### src/rtl/rom_fetch_bridge_pkg.sv
// ----------------------------------------------------------------------------
// rom_fetch_bridge_pkg
// Shared definitions for the instruction-fetch ROM bridge: default bus widths,
// the fetch FSM state encoding (kept stable so a data-side bridge can reuse it)
// and a small word-alignment helper.
// ----------------------------------------------------------------------------
package rom_fetch_bridge_pkg;

    localparam int unsigned ADDR_BUS    = 32;
    localparam int unsigned DATA_BUS    = 32;
    localparam int unsigned MEM_SEL_BUS = 4;

    typedef enum logic [1:0] {
        StIdle = 2'd0,
        StReq  = 2'd1,
        StWait = 2'd2
    } fetch_state_e;

    function automatic logic is_word_aligned(input logic [1:0] lsbs);
        return (lsbs == 2'b00);
    endfunction

endpackage

### src/rtl/rom_fetch_bridge_fetch_buf.sv
// ----------------------------------------------------------------------------
// rom_fetch_bridge_fetch_buf
// Single-entry fetch buffer holding the last word returned by memory, plus the
// hit comparator used to serve an unchanged PC without a memory transaction.
//
// Ports:
//   i_clk, i_rst_n   clock, asynchronous active-low reset
//   i_fill_en        write i_fill_addr/i_fill_data into the buffer, mark valid
//   i_fill_addr      address of the word being filled
//   i_fill_data      word being filled
//   i_lookup_en      lookup qualifier (fetch enable)
//   i_lookup_addr    address being looked up
//   o_hit            lookup_en && buffer valid && address match
//   o_data           buffered word (meaningful only with o_hit)
// ----------------------------------------------------------------------------
module rom_fetch_bridge_fetch_buf
    import rom_fetch_bridge_pkg::*;
#(
    parameter int unsigned ADDR_W = ADDR_BUS,
    parameter int unsigned DATA_W = DATA_BUS
) (
    input  logic              i_clk,
    input  logic              i_rst_n,
    input  logic              i_fill_en,
    input  logic [ADDR_W-1:0] i_fill_addr,
    input  logic [DATA_W-1:0] i_fill_data,
    input  logic              i_lookup_en,
    input  logic [ADDR_W-1:0] i_lookup_addr,
    output logic              o_hit,
    output logic [DATA_W-1:0] o_data
);

    logic              r_buf_valid;
    logic [ADDR_W-1:0] r_buf_addr;
    logic [DATA_W-1:0] r_buf_data;

    always_ff @(posedge i_clk or negedge i_rst_n) begin
        if (!i_rst_n) begin
            r_buf_valid <= 1'b0;
            r_buf_addr  <= '0;
            r_buf_data  <= '0;
        end else if (i_fill_en) begin
            r_buf_valid <= 1'b1;
            r_buf_addr  <= i_fill_addr;
            r_buf_data  <= i_fill_data;
        end
    end

    assign o_hit  = i_lookup_en && r_buf_valid && (i_lookup_addr == r_buf_addr);
    assign o_data = r_buf_data;

endmodule

### src/rtl/rom_fetch_bridge.sv
// ----------------------------------------------------------------------------
// rom_fetch_bridge
// Responder for the IF-stage ROM port. A fetch that hits the one-word fetch
// buffer is served combinationally; a miss is turned into one request/response
// transaction on an SRAM-like bus (separate address and data handshakes) while
// o_stall_req holds the pipeline.
//
// Ports:
//   i_clk, i_rst_n     clock, asynchronous active-low reset
//   i_rom_en           fetch enable from the PC
//   i_rom_write_en     byte write enables (must be zero; nonzero flags o_write_err)
//   i_rom_addr         fetch address
//   i_rom_write_data   ignored, the ROM is never written
//   o_rom_read_data    buffered word on a hit, otherwise zero
//   o_stall_req        fetch not yet satisfied
//   o_addr_err         sticky: fetch with a misaligned address
//   o_write_err        sticky: fetch with nonzero write enables
//   o_mem_req          memory request valid (held until i_mem_addr_ok)
//   o_mem_addr         memory word address
//   i_mem_addr_ok      memory accepted the request this cycle
//   i_mem_data_ok      i_mem_rdata valid this cycle
//   i_mem_rdata        memory read data
// ----------------------------------------------------------------------------
module rom_fetch_bridge
    import rom_fetch_bridge_pkg::*;
#(
    parameter int unsigned ADDR_W = ADDR_BUS,
    parameter int unsigned DATA_W = DATA_BUS,
    parameter int unsigned SEL_W  = MEM_SEL_BUS
) (
    input  logic              i_clk,
    input  logic              i_rst_n,
    input  logic              i_rom_en,
    input  logic [SEL_W-1:0]  i_rom_write_en,
    input  logic [ADDR_W-1:0] i_rom_addr,
    input  logic [DATA_W-1:0] i_rom_write_data,
    output logic [DATA_W-1:0] o_rom_read_data,
    output logic              o_stall_req,
    output logic              o_addr_err,
    output logic              o_write_err,
    output logic              o_mem_req,
    output logic [ADDR_W-1:0] o_mem_addr,
    input  logic              i_mem_addr_ok,
    input  logic              i_mem_data_ok,
    input  logic [DATA_W-1:0] i_mem_rdata
);

    fetch_state_e      r_state;
    logic [ADDR_W-1:0] r_req_addr;
    logic              r_mem_req;
    logic [ADDR_W-1:0] r_mem_addr;
    logic              r_addr_err;
    logic              r_write_err;

    logic              w_aligned;
    logic              w_hit;
    logic              w_miss;
    logic              w_fill_en;
    logic [DATA_W-1:0] w_buf_data;
    logic              w_unused_write_data;

    assign w_aligned = is_word_aligned(i_rom_addr[1:0]);
    // Misaligned fetches never miss: no request and no stall, only the error flag.
    assign w_miss    = i_rom_en && w_aligned && !w_hit;
    // Data handshakes outside WAIT (stale or early responses) are dropped.
    assign w_fill_en = (r_state == StWait) && i_mem_data_ok;

    assign w_unused_write_data = ^i_rom_write_data;

    rom_fetch_bridge_fetch_buf #(
        .ADDR_W (ADDR_W),
        .DATA_W (DATA_W)
    ) u_fetch_buf (
        .i_clk         (i_clk),
        .i_rst_n       (i_rst_n),
        .i_fill_en     (w_fill_en),
        .i_fill_addr   (r_req_addr),
        .i_fill_data   (i_mem_rdata),
        .i_lookup_en   (i_rom_en),
        .i_lookup_addr (i_rom_addr),
        .o_hit         (w_hit),
        .o_data        (w_buf_data)
    );

    always_ff @(posedge i_clk or negedge i_rst_n) begin
        if (!i_rst_n) begin
            r_state     <= StIdle;
            r_req_addr  <= '0;
            r_mem_req   <= 1'b0;
            r_mem_addr  <= '0;
            r_addr_err  <= 1'b0;
            r_write_err <= 1'b0;
        end else begin
            if (i_rom_en && !w_aligned) begin
                r_addr_err <= 1'b1;
            end
            if (i_rom_en && (|i_rom_write_en)) begin
                r_write_err <= 1'b1;
            end
            case (r_state)
                StIdle: begin
                    if (w_miss) begin
                        r_req_addr <= i_rom_addr;
                        r_mem_addr <= i_rom_addr;
                        r_mem_req  <= 1'b1;
                        r_state    <= StReq;
                    end
                end
                StReq: begin
                    if (i_mem_addr_ok) begin
                        r_mem_req <= 1'b0;
                        r_state   <= StWait;
                    end
                end
                StWait: begin
                    // Completes even if the PC moved away; the fill uses r_req_addr.
                    if (i_mem_data_ok) begin
                        r_state <= StIdle;
                    end
                end
                default: begin
                    r_mem_req <= 1'b0;
                    r_state   <= StIdle;
                end
            endcase
        end
    end

    assign o_stall_req     = w_miss;
    assign o_rom_read_data = w_hit ? w_buf_data : '0;
    assign o_addr_err      = r_addr_err;
    assign o_write_err     = r_write_err;
    assign o_mem_req       = r_mem_req;
    assign o_mem_addr      = r_mem_addr;

endmodule

### config.mk
export PLATFORM = sky130hd
export DESIGN_NAME = rom_fetch_bridge
export DESIGN_NICKNAME = d
export VERILOG_FILES = /design/src/rtl/rom_fetch_bridge_pkg.sv /design/src/rtl/rom_fetch_bridge_fetch_buf.sv /design/src/rtl/rom_fetch_bridge.sv
export SDC_FILE = /design/constraint.sdc
export NUM_CORES = 1
export LEC_CHECK = 0
export ABC_AREA = 1
export CORE_MARGIN = 3
export CORE_UTILIZATION = 41
export CTS_CLUSTER_SIZE = 20
export DETAILED_ROUTE_END_ITERATION = 6
export HOLD_SLACK_MARGIN = 0.12
export PLACE_DENSITY = 0.76
export SLEW_MARGIN = 10
export SYNTH_ARGS = -nofsm -noshare
export SYNTH_HDL_FRONTEND = slang
export SYNTH_SLANG_ARGS = --single-unit
### constraint.sdc
create_clock -name i_clk -period 1.56 [get_ports i_clk]
set_input_delay 0.234 -clock i_clk [delete_from_list [all_inputs] [get_ports i_clk]]
set_output_delay 0.234 -clock i_clk [all_outputs]
set_load 0.05 [all_outputs]
==> impl_metrics.py <==
metrics = {
    "outcome": {
        "status": "complete, but fails checks",
        "violations": "negative setup slack",
    },
    "final_layout": {
        "diodes": 0,
        "fin_util_pct": 73.9,
        "drive_above_1_share_pct": 41.0,
        "layout.cells.most_common": "dfrtp_1",
        "area_growth_pct": 72.3,
        "nets": 864,
        "layout.cells.non_filler": 907,
        "final_cell_mix": "102 x dfrtp_1, 100 x nand2_1, 80 x buf_4",
    },
    "power": {
        "combPwrFrac_pct": 42.0,
        "internal_power_mw": 7.48,
        "power_switching_mw": 4.12,
        "clkPwrFrac_pct": 19.7,
        "swShare_pct": 35.5,
        "seq_power_share_pct": 38.3,
        "power.density_nw_per_um2": 1350,
        "cellLeakagePower_nw": 4.40,
        "finalPower_mw": 11.6,
        "vdd_drop_max_mv": 0.965,
    },
    "sta": {
        "hold_violations": 0,
        "finalCriticalPeriod_ns": 2.47,
        "maxSlewViolCount": 0,
        "rsz0062_at_grt": "true",
        "fin_ws_ns": -0.915,
        "worst_pin_slew_ns": 0.433,
        "relSlewSlack_pct": 71.1,
        "clock.fmax_ghz": 0.404,
        "fin_crit_sh_pct": 159,
        "setup_violations": 67,
        "finClkSkew_ns": 0.00771,
    },
    "synth": {
        "syn-num-nets": 661,
        "yosysTopAreaCell": "dfrtp_1",
        "synthesis.area_um2": 5000,
        "synthCells": 556,
        "syn_area_per_cell_um2": 9.00,
        "ys_seq_area_share_pct": 51.0,
        "yosysUniqueCellTypes": 30,
        "synth.area.top_cells": "dfrtp_1 51%, nand2_1 11%, mux2_2 9.7%, inv_1 4.7%, nand4_1 4.5%",
        "yosys_register_bits": 102,
        "yosysWarningCount": 0,
        "synth_top_area_share_pct": 51.0,
    },
    "placement": {
        "numPortBuffers": 140,
        "gp_congestion": 0.854,
        "dp_cells": 880,
        "hpwlAfterDp_mm": 11.2,
    },
    "worst_setup_path": {
        "path_buf_inv": 3,
        "crit_required_ns": 1.33,
        "crit_path_top_delay_cell": "dfrtp_1",
        "critPathCaptureType": "primary output",
        "worst_setup_path_start_kind": "flip-flop",
        "worstPathArrival_ns": 2.24,
        "path_delay_family": "simple AND/OR/NAND/NOR gates",
        "cp_max_fo": 10,
        "critical-path-max-stage-delay_ns": 0.40,
        "crit_chain": "inv_2 > nand2_2 > nand2_4 > nand3_2 > nand3b_1 > nor2_2 > nand3_4 > clkbuf_16 > nor3b_4 > buf_12",
        "worst-setup-path-type": "flip-flop to primary output",
    },
    "clock_tree": {
        "cts_tree": "yes",
        "htreeDepth": 3,
        "cts.clk_slew.worst_paths_ns": 0.07,
        "clock-sinks": 102,
        "cts_buffers": 9,
        "clockBufferDepth": 2,
        "insertion_delay_ns": 0.35,
        "root_buffer": "clkbuf_16",
    },
    "detailed_routing": {
        "antenna_left": 0,
        "wl_per_cell_um": 17.4,
        "via_per_inst": 5.20,
        "vias": 4715,
        "wl_mm": 15.8,
        "drt_pass1_iterations": 4,
        "drt_iter0_markers": 234,
        "route.detailed.drc": 0,
    },
    "hold_path": {
        "min_path_type": "input port to flip-flop",
    },
    "floorplan": {
        "rows": 39,
        "die_h_um": 116,
        "dieWidth_um": 116,
        "ioPinCount": 173,
        "start_util_pct": 42.9,
        "die-area_um2": 13600,
        "core_um2": 11700,
    },
    "global_route": {
        "grt_pass1_vias": 4889,
        "track_usage_pct": 23.4,
        "antenna_found_initial": 0,
        "grt_pass1_wl_mm": 24.4,
        "grt_max_degree": 40,
        "grt-ovfl-total": 0,
    },
    "run": {
        "cap_violations": 0,
    },
}
## worst register-to-register path, stage by stage, from the launching register on
cell and delay [ns]:
dfrtp_1 0.41, xnor2_2 0.25, buf_4 0.16, nand2_2 0.04, nor2_2 0.10, nand2_2 0.07
nor2_4 0.10, buf_6 0.11, nand3_4 0.09, nand3_4 0.10, buf_12 0.12, buf_12 0.10
buf_12 0.14, nand2_4 0.05, nand2_2 0.06
## power groups by stage
stage | Clock [mW] | Sequential, mW | Combinational (mW)
6_report | 2.29 | 4.44 | 4.88
2_1_floorplan | 0 | 4.91 | 2.00
5_1_grt | 2.41 | 4.58 | 5.24
4_1_cts | 2.32 | 4.37 | 4.71
3_5_place_dp | 0 | 4.39 | 4.54
3_3_place_gp | 0 | 4.32 | 4.41
## Yosys cell counts
library cell	number
nor3b_1	29
buf_1	2
nand2_1	145
mux2_2	43
nand3_1	13
inv_1	63
xor2_1	2
buf_6	3
buf_2	16
nor2_2	2
or2_2	2
o21ai_1	2
xnor2_1	7
nor3_1	1
o21ai_0	2
inv_2	2
a21oi_1	22
or2_1	1
nand4_1	36
nand3_2	1
nor2_1	43
nand3_4	1
clkbuf_1	6
o41ai_1	1
o31ai_1	1
a31oi_1	1
nor3b_2	4
nand3b_1	2
dfrtp_1	102
clkinv_1	1
## metal layers
metal | up-vias | routed length, um | GRT usage (%)
li1 | 2215 | - | -
met1 | 2292 | 6380 | 28.9
met2 | 175 | 8040 | 40.4
met3 | 33 | 952 | 3.63
met4 | 0 | 388 | 10.5
met5 | - | 0 | 0
## metrics by stage
step	cell area, um^2	TNS [ns]	worst slack, ns	hold slack (ns)
after global routing	8620	-46.90	-1.03	0.248
final	8620	-39.06	-0.915	0.233
after floorplan	5380	-11.84	-0.372	-0.0616
after CTS	8440	-37.92	-0.812	0.373
after detailed placement	7810	-46.18	-0.877	0.202
after global placement	7810	-42.72	-0.782	0.190
## repair_timing
action	CTS	global route
endpoints found under the setup margin	67	67
endpoints found under the hold margin	28	0
hold buffers	1	0
buffers inserted	8	1
pin swaps	13	21
resized for setup	37	61
gates cloned	3	2
## cell type report
cell class                      instances  area [um^2]
Fill cell                             789         3040
Multi-Input combinational cell        361         2710
Timing Repair Buffer                  219         2630
Sequential cell                       102         2550
Clock buffer                           12          256
Inverter                               66          248
Tap cell                              143          179
Clock inverter                          4         45.0
## sequential cells by signal, summed over array words and instances, names as in the netlist
name,count
o_addr_err,1
o_mem_addr,32
o_mem_req,1
o_write_err,1
r_state,2
u_fetch_buf.o_data,32
u_fetch_buf.r_buf_addr,32
u_fetch_buf.r_buf_valid,1
## logic make-up (layout without fill, tap and decap cells)
family	count (synthesis)	in the layout	share of synthesized area [%]
simple gates	280	280	26.8
buf+inv	93	301	7.83
mux	43	43	9.68
xor+xnor	9	9	1.58
flops	102	102	51.0
compound gates	29	29	3.05
## final timing paths
kind	from	to	slack (ns)	cells after the start
max in group asynchronous	i_rst_n	o_mem_addr[28]$_DFFE_PN0P_	0.62	3
worst min register to register	o_write_err$_DFFE_PN0P_	o_write_err$_DFFE_PN0P_	0.48	2
min in group asynchronous	i_rst_n	o_mem_addr[13]$_DFFE_PN0P_	0.37	2
worst max register to register	u_fetch_buf.r_buf_addr[14]$_DFFE_PN0P_	o_mem_addr[15]$_DFFE_PN0P_	-0.39	14
worst min-delay path	i_rom_addr[11]	o_mem_addr[11]$_DFFE_PN0P_	0.23	3
worst max-delay path	u_fetch_buf.r_buf_addr[6]$_DFFE_PN0P_	o_rom_read_data[3]	-0.91	10
(Power assumes the default switching activity.)
